<file path="config.mk">
export PLATFORM = sky130hd
export DESIGN_NAME = rotate_unit_flat
export DESIGN_NICKNAME = d
export VERILOG_FILES = /design/src/rtl/rotate_unit_if.sv /design/src/rtl/rotate_unit.sv /design/src/flat_wrapper.sv
export SDC_FILE = /design/constraint.sdc
export NUM_CORES = 1
export LEC_CHECK = 0
export CAP_MARGIN = 20
export CORE_ASPECT_RATIO = 0.6
export CORE_MARGIN = 2
export CORE_UTILIZATION = 45
export CTS_CLUSTER_SIZE = 24
export DETAILED_ROUTE_END_ITERATION = 10
export GPL_TIMING_DRIVEN = 1
export PLACE_DENSITY_LB_ADDON = 0.05
export SLEW_MARGIN = 40
export SYNTH_ARGS = -nofsm -noshare
export SYNTH_HDL_FRONTEND = slang
export SYNTH_SLANG_ARGS = --single-unit
export TNS_END_PERCENT = 10
</file>
<file path="constraint.sdc">
create_clock -name clock -period 8.6 [get_ports clock]
set_input_delay 0.86 -clock clock [delete_from_list [all_inputs] [get_ports clock]]
set_output_delay 0.86 -clock clock [all_outputs]
set_load 0.05 [all_outputs]
</file>
<file path="src/rtl/rotate_unit_if.sv">
// Rotate unit bus: start/done/busy handshake with the control unit plus the
// single read port and single write port of the 25x64 lane state file.
//   start   : level request into the rotate unit
//   done    : step complete, held until reset
//   busy    : step in progress (RUN or DRAIN)
//   rd_addr : lane being read (combinational read by the state file)
//   rd_data : lane value at rd_addr, valid in the same cycle
//   wr_en   : state-file write strobe, write lands on the next rising edge
//   wr_addr : lane being written
//   wr_data : rotated lane value
interface rotate_unit_if;
    localparam int unsigned LANE_W = 64;
    localparam int unsigned ADDR_W = 5;

    logic              start;
    logic              done;
    logic              busy;
    logic [ADDR_W-1:0] rd_addr;
    logic [LANE_W-1:0] rd_data;
    logic              wr_en;
    logic [ADDR_W-1:0] wr_addr;
    logic [LANE_W-1:0] wr_data;

    // Rotate unit side
    modport slave (
        input  start,
        input  rd_data,
        output done,
        output busy,
        output rd_addr,
        output wr_en,
        output wr_addr,
        output wr_data
    );

    // Control unit / state file side
    modport master (
        output start,
        output rd_data,
        input  done,
        input  busy,
        input  rd_addr,
        input  wr_en,
        input  wr_addr,
        input  wr_data
    );
endinterface

</file>
<file path="src/rtl/rotate_unit.sv">
// Keccak rho step: streams lanes 0..24 out of the state file, rotates each
// left by its fixed offset and writes it back one cycle later.
//   clock : single clock, rising edge
//   reset : synchronous active-high, aborts any step in progress
//   bus   : rotate_unit_if.slave (handshake + state-file read/write ports)
module rotate_unit (
    input  logic         clock,
    input  logic         reset,
    rotate_unit_if.slave bus
);
    localparam int unsigned LANE_W   = 64;
    localparam int unsigned ADDR_W   = 5;
    localparam int unsigned ROT_W    = 6;
    localparam logic [ADDR_W-1:0] LAST_LANE = ADDR_W'(24);

    typedef enum logic [1:0] {
        IDLE  = 2'd0,
        RUN   = 2'd1,
        DRAIN = 2'd2,
        DONE  = 2'd3
    } state_t;

    state_t              state, state_d;
    logic [ADDR_W-1:0]   cnt, cnt_d;
    logic                done_q, done_d;
    logic                busy_q, busy_d;
    logic                wr_en_q, wr_en_d;
    logic [ADDR_W-1:0]   wr_addr_q, wr_addr_d;
    logic [LANE_W-1:0]   wr_data_q, wr_data_d;

    // Rho rotation offsets indexed by lane x + 5*y
    function automatic logic [ROT_W-1:0] rho_offset(input logic [ADDR_W-1:0] lane);
        unique case (lane)
            5'd0:  rho_offset = 6'd0;
            5'd1:  rho_offset = 6'd1;
            5'd2:  rho_offset = 6'd62;
            5'd3:  rho_offset = 6'd28;
            5'd4:  rho_offset = 6'd27;
            5'd5:  rho_offset = 6'd36;
            5'd6:  rho_offset = 6'd44;
            5'd7:  rho_offset = 6'd6;
            5'd8:  rho_offset = 6'd55;
            5'd9:  rho_offset = 6'd20;
            5'd10: rho_offset = 6'd3;
            5'd11: rho_offset = 6'd10;
            5'd12: rho_offset = 6'd43;
            5'd13: rho_offset = 6'd25;
            5'd14: rho_offset = 6'd39;
            5'd15: rho_offset = 6'd41;
            5'd16: rho_offset = 6'd45;
            5'd17: rho_offset = 6'd15;
            5'd18: rho_offset = 6'd21;
            5'd19: rho_offset = 6'd8;
            5'd20: rho_offset = 6'd18;
            5'd21: rho_offset = 6'd2;
            5'd22: rho_offset = 6'd61;
            5'd23: rho_offset = 6'd56;
            5'd24: rho_offset = 6'd14;
            default: rho_offset = 6'd0;
        endcase
    endfunction

    // Circular left rotate; a zero offset shifts the right half out entirely
    function automatic logic [LANE_W-1:0] rotl(input logic [LANE_W-1:0] x,
                                               input logic [ROT_W-1:0]  r);
        rotl = (x << r) | (x >> (7'd64 - 7'(r)));
    endfunction

    // State and datapath registers
    always_ff @(posedge clock) begin
        if (reset) begin
            state     <= IDLE;
            cnt       <= '0;
            done_q    <= 1'b0;
            busy_q    <= 1'b0;
            wr_en_q   <= 1'b0;
            wr_addr_q <= '0;
            wr_data_q <= '0;
        end else begin
            state     <= state_d;
            cnt       <= cnt_d;
            done_q    <= done_d;
            busy_q    <= busy_d;
            wr_en_q   <= wr_en_d;
            wr_addr_q <= wr_addr_d;
            wr_data_q <= wr_data_d;
        end
    end

    // Next-state and next-output logic
    always_comb begin
        state_d   = state;
        cnt_d     = cnt;
        done_d    = done_q;
        busy_d    = busy_q;
        wr_en_d   = 1'b0;
        wr_addr_d = wr_addr_q;
        wr_data_d = wr_data_q;

        unique case (state)
            IDLE: begin
                if (bus.start) begin
                    state_d = RUN;
                    cnt_d   = '0;
                    busy_d  = 1'b1;
                end
            end
            RUN: begin
                wr_en_d   = 1'b1;
                wr_addr_d = cnt;
                wr_data_d = rotl(bus.rd_data, rho_offset(cnt));
                // cnt parks at 0 after the last lane so rd_addr reads 0 outside RUN
                if (cnt == LAST_LANE) begin
                    state_d = DRAIN;
                    cnt_d   = '0;
                end else begin
                    cnt_d = cnt + ADDR_W'(1);
                end
            end
            DRAIN: begin
                state_d = DONE;
                done_d  = 1'b1;
                busy_d  = 1'b0;
            end
            DONE: begin
                done_d = 1'b1;
                busy_d = 1'b0;
            end
            default: state_d = IDLE;
        endcase
    end

    // cnt is zero in every state but RUN, so it serves directly as the read address
    assign bus.rd_addr = cnt;
    assign bus.done    = done_q;
    assign bus.busy    = busy_q;
    assign bus.wr_en   = wr_en_q;
    assign bus.wr_addr = wr_addr_q;
    assign bus.wr_data = wr_data_q;

endmodule

</file>
<file path="src/flat_wrapper.sv">
// flat-port wrapper written by rule: the top's interface ports become plain ports
module rotate_unit_flat 
  (clock, reset, bus_start, bus_rd_data, bus_done, bus_busy, bus_rd_addr, bus_wr_en, bus_wr_addr, bus_wr_data);
  rotate_unit_if bus_i ();
  input  logic clock;
  input  logic reset;
  input wire logic [$bits(bus_i.start)-1:0] bus_start;
  input wire logic [$bits(bus_i.rd_data)-1:0] bus_rd_data;
  output wire logic [$bits(bus_i.done)-1:0] bus_done;
  output wire logic [$bits(bus_i.busy)-1:0] bus_busy;
  output wire logic [$bits(bus_i.rd_addr)-1:0] bus_rd_addr;
  output wire logic [$bits(bus_i.wr_en)-1:0] bus_wr_en;
  output wire logic [$bits(bus_i.wr_addr)-1:0] bus_wr_addr;
  output wire logic [$bits(bus_i.wr_data)-1:0] bus_wr_data;
  assign bus_i.start = bus_start;
  assign bus_i.rd_data = bus_rd_data;
  assign bus_done = bus_i.done;
  assign bus_busy = bus_i.busy;
  assign bus_rd_addr = bus_i.rd_addr;
  assign bus_wr_en = bus_i.wr_en;
  assign bus_wr_addr = bus_i.wr_addr;
  assign bus_wr_data = bus_i.wr_data;
  rotate_unit u_core (.clock(clock), .reset(reset), .bus(bus_i));
endmodule
</file>
# [Yosys cells after proc, flatten, opt, wreduce, memory -nomap -nowiden]
# Memory sizes are Yosys's and may differ from the RTL's. A register that Yosys moved wholly into a read port is not among the register bits.
# Cells that the tools add are included.
[classes] reduce_logical=8 n_mux=12 shift=2 n_addsub=2 bitwise=1 n_eq_ne=6
[ops] op="64-bit bitwise OR" count=1
[ops] op="64-bit by 6-bit << shifter with 64-bit output" count=1
[ops] op="64-bit by 7-bit >> shifter with 64-bit output" count=1
[ops] op="5-bit two-way mux" count=4
[ops] op="5-bit case mux with 2 select lines" count=1
[ops] op="7-bit by 6-bit subtractor with 7-bit output, first input constant" count=1
[ops] op="6-bit two-way mux" count=1
[ops] op="2-bit case mux with 3 select lines" count=1
[ops] op="5-bit by 1-bit adder with 5-bit output, second input constant" count=1
[ops] op="5-bit equality test, second input constant" count=1
[ops] op="2-bit equality test, second input constant" count=2
[ops] op="2-bit two-way mux" count=2
[ops] op="2-bit AND reduction" count=2
[ops] op="2-bit nonzero test" count=2
[ops] op="3-bit AND reduction" count=1
[ops] op="3-bit nonzero test" count=1
[ops] op="2-bit by 1-bit equality test with 1-bit output, second input constant" count=1
[ops] op="2-bit logical NOT" count=1
[ops] op="1-bit two-way mux" count=2
[ops] op="2-bit by 1-bit inequality test with 1-bit output, second input constant" count=1
[ops] op="2-bit inequality test, second input constant" count=1
[ops] op="1-bit case mux with 2 select lines" count=1
[ops] op="2-bit OR reduction" count=1
[totals] rom_bits=192 register_bits=79 output_inout_bits=77 in_bits=67 memories=1 word_cells=39
[memory_table] name="(no name shown)" words=32 width=6 rd=1 rd_ports_with_merged_regs=1 wr=0 line_no="rotate_unit.sv:33" text="unique case (lane)"

# [Longest topological paths before layout]
# Gate-level depths: netlist of the first run.
[logic_depth] depth_word=5 ltp_mapped=16 depth_no_buf=10

# [Worst setup path before layout of the first run]
# No wires, ideal clock.
[synth_path] kind="reg-to-reg" startpoint="register with a tool-made name" endpoint="register u_core.wr_data_q[7], in the netlist u_core.bus.wr_data[7]" path_buffers=8 arrival_ps=3292 setup_ps=120 stages_incl_launch_ff=15 path_slack_ps=5188 synth_period_minus_slack_ps=3412 t_required_ps=8480 cell_sequence="dfxtp_1 > buf_6 > buf_8 > buf_6 > buf_6 > buf_6 > inv_1 > ha_1 > buf_2 > buf_1 > buf_2 > mux4_2 > a2111oi_0 > nor4_1 > a211o_1"
[synth_lines] element="end signal, assigned" line_no="rotate_unit.sv:86" text="wr_data_q <= wr_data_d;"
[synth_lines] element="end, declared" line_no="rotate_unit.sv:29" text="logic [LANE_W-1:0] wr_data_q, wr_data_d;"

==> results of run 1 <==
[cells in the mapped netlist (8+ instances only)]
master	instances
buf_1	14
a211oi_1	39
mux2i_1	141
a22oi_1	15
nand2_1	113
a21oi_1	70
ha_1	13
buf_4	16
o22ai_1	18
mux2_2	84
mux4_2	141
nor3_1	32
a311oi_1	22
buf_2	46
o21ai_0	75
inv_1	26
o2111ai_1	8
o221ai_1	17
nand3_1	20
a31oi_1	9
a2111oi_0	13
nor2b_1	11
clkbuf_1	60
nand2b_1	10
dfxtp_1	85
o21ai_1	9
a221oi_1	16
nor2_1	189
buf_6	11
o211ai_1	21
[worst reg2reg max path, stage by stage, from the launching register on]
cell       delay [ns]
dfxtp_4          0.51
inv_2            0.61
ha_2             0.61
xor2_4           0.59
buf_4            0.69
mux4_2           0.54
mux2i_1          0.26
mux2i_1          0.23
a2111oi_0        0.52
nor3_1           0.08
[how the worst max path moves through the flow]
stage / slack, ns / depth (start not counted) / to / start
2_1_floorplan: 5.19 / 14 / u_core.bus.wr_data[7] / register
3_3_place_gp: 4.08 / 9 / u_core.bus.wr_data[24] / register
3_5_place_dp: 4.10 / 9 / u_core.bus.wr_data[24] / register
4_1_cts: 4.09 / 9 / u_core.bus.wr_data[15] / register
5_1_grt: 3.73 / 9 / u_core.bus.wr_data[15] / register
6_report: 3.83 / 9 / u_core.bus.wr_data[15] / register
[state kept, by name, indices dropped and copies added (netlist names), named ones only]
signal / flops
u_core.bus.busy: 1
u_core.bus.done: 1
u_core.bus.rd_addr: 5
u_core.bus.wr_addr: 5
u_core.bus.wr_data: 64
u_core.bus.wr_en: 1
u_core.state: 2
[cell type report]
cell class                 count  area, um^2  area share (%)
clock inverter                 7        86.3           0.568
sequential                    85        1720            11.3
antenna                        1        2.50          0.0165
clock buffer                   9         225            1.48
inverter                      31         116           0.765
tap                          400         500            3.29
multi-input combinational   1240       10900            71.4
timing repair buffer         177        1710            11.2
[power groups by stage]
stage	clock, uW	sequential (uW)	combinational (uW)
5_1_grt	450	736	5150
2_1_floorplan	0	1120	2780
3_3_place_gp	0	718	4770
6_report	441	723	5050
3_5_place_dp	0	722	4760
4_1_cts	439	714	4780
[routing by layer]
metal / vias to the layer above / track usage [%]
met3: 214 / 26.5
met5: - / 5.00
li1: 6054 / -
met4: 8 / 12.2
met1: 7198 / 64.9
met2: 1480 / 57.6
[cell families after synthesis]
logic type	after synthesis
XOR/XNOR	8
flip-flops	85
multiplexers	368
AO/OA/AOI/OAI	428
adder cells (fa/ha/maj)	13
buffers and inverters	183
AND/OR/NAND/NOR	423
[cell usage in the layout (no fill, tap or decap), types with 11 or more instances in the layout]
cell | synthesis | final
o22ai_1 | 18 | 18
a211oi_1 | 39 | 39
nand2_1 | 113 | 112
ha_1 | 13 | 11
o221ai_1 | 17 | 17
buf_4 | 16 | 30
a311oi_1 | 22 | 22
o211ai_1 | 21 | 21
a21oi_1 | 70 | 70
inv_1 | 26 | 26
a2111oi_0 | 13 | 12
mux2i_1 | 141 | 140
a221oi_1 | 16 | 16
o21ai_0 | 75 | 74
nand3_1 | 20 | 20
dfxtp_1 | 85 | 81
nor3_1 | 32 | 32
mux4_2 | 141 | 141
a22oi_1 | 15 | 15
clkdlybuf4s50_1 | 0 | 142
nor2_1 | 189 | 188
mux2_2 | 84 | 84
[stage by stage]
| stage | total power (uW) | worst slack (ns) |
|---|---|---|
| 5_1_grt | 6340 | 3.73 |
| 2_1_floorplan | 3900 | 5.19 |
| 3_5_place_dp | 5490 | 4.10 |
| 4_1_cts | 5930 | 4.09 |
| 3_3_place_gp | 5480 | 4.08 |
| 6_report | 6220 | 3.83 |
==> impl_metrics.py, run 1 <==
metrics = {
    "outcome": {
        "outcome": "finished, final reports clean",
    },
    "setup_path": {
        "r2r_cells": 9,
        "start_kind": "register",
        "worstReg2RegEnd": "u_core.bus.wr_data[15]",
        "required_ns": 8.84,
        "timing.critical_path.buf_inv": 2,
        "critPathMaxFanout": 52,
        "crit_type": "register to register",
        "r2r_slack_ns": 3.83,
        "crit_path_max_incr_delay_ns": 0.68,
        "crit_top_cell": "mux2i_1",
        "critPathCaptureType": "register",
        "critical-path-slowest-cell": "buf_4",
        "cpLargestDelayFamily": "buffers and inverters",
        "worstPathArrival_ns": 5.01,
        "crit_chain": "inv_2 -> ha_2 -> xor2_4 -> buf_4 -> mux4_2 -> mux2i_1 -> mux2i_1 -> a2111oi_0 -> nor3_1",
    },
    "synthesis": {
        "synth_edf_count": 0,
        "synth_top_flop_cell": "dfxtp_1",
        "syn_nets": 1588,
        "synth_compound_area_share_pct": 22.8,
        "synthTopCellsByArea": "mux4_2 (24%), dfxtp_1 (13%), mux2i_1 (11%)",
        "yosysTopAreaCellShare_pct": 23.6,
        "yosys.cell_types.count": 88,
        "yosys_warnings": 0,
        "netlist_instances": 1508,
        "synth_async_sr_flop_share_pct": 0,
        "synthAdderAreaFrac_pct": 1.21,
        "avgSynthCellArea_um2": 8.91,
        "synth-seq-area-share_pct": 12.7,
        "synth_top_family_by_area": "multiplexers",
        "yosys.area.top_type": "mux4_2",
        "synth_xor_area_share_pct": 0.773,
        "synth-simple-area-share_pct": 14.0,
        "synth_area_mm2": 0.0134,
        "synthMuxAreaShare_pct": 41.4,
        "synth_seq_cells": 85,
    },
    "power_and_ir_drop": {
        "swShare_pct": 59.8,
        "p_switching_uw": 3720,
        "power.density_mw_per_mm2": 409,
        "p_seq_share_pct": 11.6,
        "clkPwrFrac_pct": 7.1,
        "combinationalPowerShare_pct": 81.3,
        "p_leak_uw": 0.00513,
        "intPower_uw": 2500,
        "max-vdd-ir-drop_uv": 286,
    },
    "clock_tree": {
        "tritoncts": "done",
        "cts-resized-gates": 0,
        "clock-root-buffer": "clkbuf_16",
        "clk-insertion-delay-late_ns": 0.38,
        "clk_pin_slew_ns": 0.08,
        "post_cts_buffers": 0,
        "clk_path_buf_depth": 2,
        "cts.sinks": 85,
        "hold_buffers": 0,
        "htree_levels": 3,
        "cts_made_buffers": 9,
    },
    "floorplan": {
        "die_h_um": 138,
        "pin_count": 144,
        "die_x_um": 227,
        "rows": 48,
        "die-area_mm2": 0.0313,
        "initial_utilization_pct": 46.2,
        "coreArea_mm2": 0.0291,
    },
    "timing": {
        "finalHoldWorstSlack_ns": 0.479,
        "setup_viol": 0,
        "rsz0062_at_grt": "no",
        "hold_viol_final": 0,
        "period_needed_ns": 4.77,
        "fin_worst_skew_ns": 0.00882,
        "clock.fmax_mhz": 210,
        "fin_tns_setup_ns": 0,
        "worst_pin_slew_ns": 0.991,
        "slew_violations": 0,
        "relSlewSlack_pct": 33.9,
        "fin_crit_sh_pct": 55.4,
    },
    "place": {
        "placed_cells": 1931,
        "dpl.hpwl_um": 55400,
        "placed_cell_area_mm2": 0.0149,
        "portBuffers": 143,
        "place_congestion": 1.07,
    },
    "global_route": {
        "grt_pass1_vias": 13200,
        "gr-total-overflow": 0,
        "antenna_found_initial": 6,
        "grt_usage_pct": 46.0,
        "grt_start_max_net_pins": 87,
        "grt_pass1_wl_um": 100000,
    },
    "drt": {
        "met1Wirelength_um": 29200,
        "vias": 15000,
        "dr_wl_met2_um": 26500,
        "drt-total-wl_um": 72400,
        "drt_iter0_drc": 3010,
        "viasPerCell": 7.67,
        "ant_nets": 0,
        "routedWlPerCell_um": 37.1,
        "dr_wl_met3_um": 14100,
        "dr.pass1.iters": 7,
        "top_layer": "met5",
        "drc": 0,
    },
    "min_path": {
        "min_path_type": "register to register",
        "holdPathStages": 2,
        "hold_end": "u_core.bus.busy",
        "worstHoldStart": "u_core.bus.busy",
    },
    "job": {
        "max_cap_viol_count": 0,
    },
    "finish": {
        "fin_cells": 1950,
        "fin_area_mm2": 0.0152,
        "fillers": 2748,
        "fin_util_pct": 52.3,
        "final_layout_size_suffix_gt1_share_pct": 20.3,
        "final_nets": 1624,
        "areaGrowthSynthToFinish_pct": 13.2,
    },
}
No activity file was read; power rests on OpenSTA's default activity.
==> run 2: changes to the inputs <==
clock period = 4.15 ns   (was 8.6 ns; I/O delays follow)
==> impl_metrics.py, run 2 (same netlist as run 1, synthesis figures left out) <==
metrics = {
    "global_route": {
        "grt_pass1_vias": 13700,
        "grtUsageMet3_pct": 29.6,
        "grt_pass1_wl_um": 105000,
        "use_met2_pct": 60.3,
        "gr-total-overflow": 0,
        "met1_usage_pct": 66.6,
        "antenna_found_initial": 6,
        "busiest_layer": "met1",
        "grt_usage_pct": 47.8,
        "grt_start_max_net_pins": 111,
    },
    "setup_path": {
        "r2r_slack_ns": 0.36,
        "critical-path-slowest-cell": "a2111oi_0",
        "r2r_cells": 10,
        "crit_path_max_incr_delay_ns": 0.85,
        "start_kind": "register",
        "critPathCaptureType": "register",
        "worstPathArrival_ns": 4.02,
        "crit_top_cell": "buf_4",
        "critPathMaxFanout": 11,
        "required_ns": 4.38,
        "crit_type": "register to register",
        "crit_chain": "inv_1 -> ha_2 -> clkinv_1 -> buf_4 -> mux2i_1 -> a2111oi_0 -> buf_4 -> a2111oi_0 -> buf_4 -> a311oi_1",
        "worstReg2RegEnd": "u_core.bus.wr_data[40]",
    },
    "clock_tree": {
        "htree_levels": 3,
        "clk-insertion-delay-late_ns": 0.37,
        "post_cts_buffers": 0,
        "hold_buffers": 0,
        "clock-root-buffer": "clkbuf_16",
        "cts_made_buffers": 9,
        "clk_pin_slew_ns": 0.07,
        "clk_path_buf_depth": 2,
        "cts.sinks": 85,
        "tritoncts": "done",
        "cts-resized-gates": 0,
    },
    "timing": {
        "clock.fmax_mhz": 264,
        "finalHoldWorstSlack_ns": 0.480,
        "setup_viol": 0,
        "hold_viol_final": 0,
        "relSlewSlack_pct": 33.0,
        "fin_worst_skew_ns": 0.0231,
        "rsz0062_at_grt": "no",
        "fin_tns_setup_ns": 0,
        "period_needed_ns": 3.79,
        "fin_crit_sh_pct": 91.4,
        "worst_pin_slew_ns": 0.980,
        "slew_violations": 0,
    },
    "power_and_ir_drop": {
        "p_leak_uw": 0.00541,
        "max-vdd-ir-drop_uv": 740,
        "power.density_mw_per_mm2": 857,
    },
    "floorplan": {
        "die-area_mm2": 0.0313,
        "die_h_um": 138,
        "die_x_um": 227,
        "initial_utilization_pct": 46.2,
        "coreArea_mm2": 0.0291,
        "pin_count": 144,
        "rows": 48,
    },
    "drt": {
        "routedWlPerCell_um": 37.6,
        "drt-total-wl_um": 75300,
        "drc": 0,
        "ant_nets": 0,
        "drt_iter0_drc": 3052,
        "vias": 15500,
        "dr.pass1.iters": 7,
        "viasPerCell": 7.75,
    },
    "min_path": {
        "worstHoldStart": "u_core.bus.wr_data[41]",
        "holdPathStages": 2,
        "min_path_type": "register to register",
        "hold_end": "u_core.bus.wr_data[41]",
    },
    "finish": {
        "final_cell_mix": "nor2_1 (188), clkdlybuf4s50_1 (142), mux4_2 (141), mux2i_1 (140), nand2_1 (113)",
        "fin_util_pct": 53.9,
        "final_nets": 1675,
        "final_layout_size_suffix_gt1_share_pct": 22.7,
        "fillers": 2720,
        "largest_reg_flops": 64,
        "areaGrowthSynthToFinish_pct": 16.6,
        "layout_commonest_cell": "nor2_1",
    },
    "place": {
        "place_congestion": 1.14,
        "portBuffers": 143,
        "dpl.hpwl_um": 58200,
    },
    "outcome": {
        "outcome": "finished, final reports clean",
    },
    "job": {
        "max_cap_viol_count": 0,
    },
}
-- run 2: how the worst max path moves through the flow --
stage,slack (ns),cells after the start,from,end
floorplan,0.74,14,register,u_core.bus.wr_data[7]
global placement,0.37,6,register,u_core.bus.wr_data[54]
detailed placement,0.62,9,bus_start,register
CTS,0.63,8,register,u_core.bus.wr_data[55]
global route,0.31,8,register,u_core.bus.wr_data[55]
finish,0.36,10,register,u_core.bus.wr_data[40]
-- run 2: power breakdown --
part           switching, uW  total [uW]  internal [uW]
logic                   7250       11000           3790
clock network            400         939            539
registers                305        1440           1130
total                   7950       13400           5470
-- run 2: final cells by class --
cell class                 instances  area, um^2  share of cell area, %
multi-input combinational       1240       10900                   69.3
sequential                        85        1720                   11.0
inverter                          31         116                  0.743
antenna                            1        2.50                 0.0160
timing repair buffer             228        2140                   13.7
tap                              400         500                   3.20
clock inverter                     7         110                  0.703
clock buffer                       9         225                   1.44
-- run 2: metrics by stage --
| stage | instance area (um^2) | instances | worst slack, ns | total power (uW) |
|---|---|---|---|---|
| finish | 15700 | 2001 | 0.357 | 13400 |
| global route | 15700 | 2000 | 0.305 | 13600 |
| CTS | 15700 | 2000 | 0.627 | 12700 |
| detailed placement | 15300 | 1984 | 0.616 | 11700 |
| global placement | 15300 | 1984 | 0.366 | 11800 |
| floorplan | 13400 | 1508 | 0.738 | 8080 |
-- run 2: metal layers --
| layer | share of wire, % | vias up |
|---|---|---|
| met4 | 3.3 | 12 |
| met5 | 0.089 | - |
| met3 | 20 | 247 |
| met1 | 40 | 7564 |
| li1 | - | 6147 |
| met2 | 36 | 1539 |
-- run 2: worst max-delay path, delay by kind of cell, from the launching register on --
family / cells / cell delay (ns)
buffers and inverters: 5 / 1.25
AO/OA/AOI/OAI: 3 / 1.16
flip-flops: 1 / 0.48
multiplexers: 1 / 0.40
adder cells (fa/ha/maj): 1 / 0.37
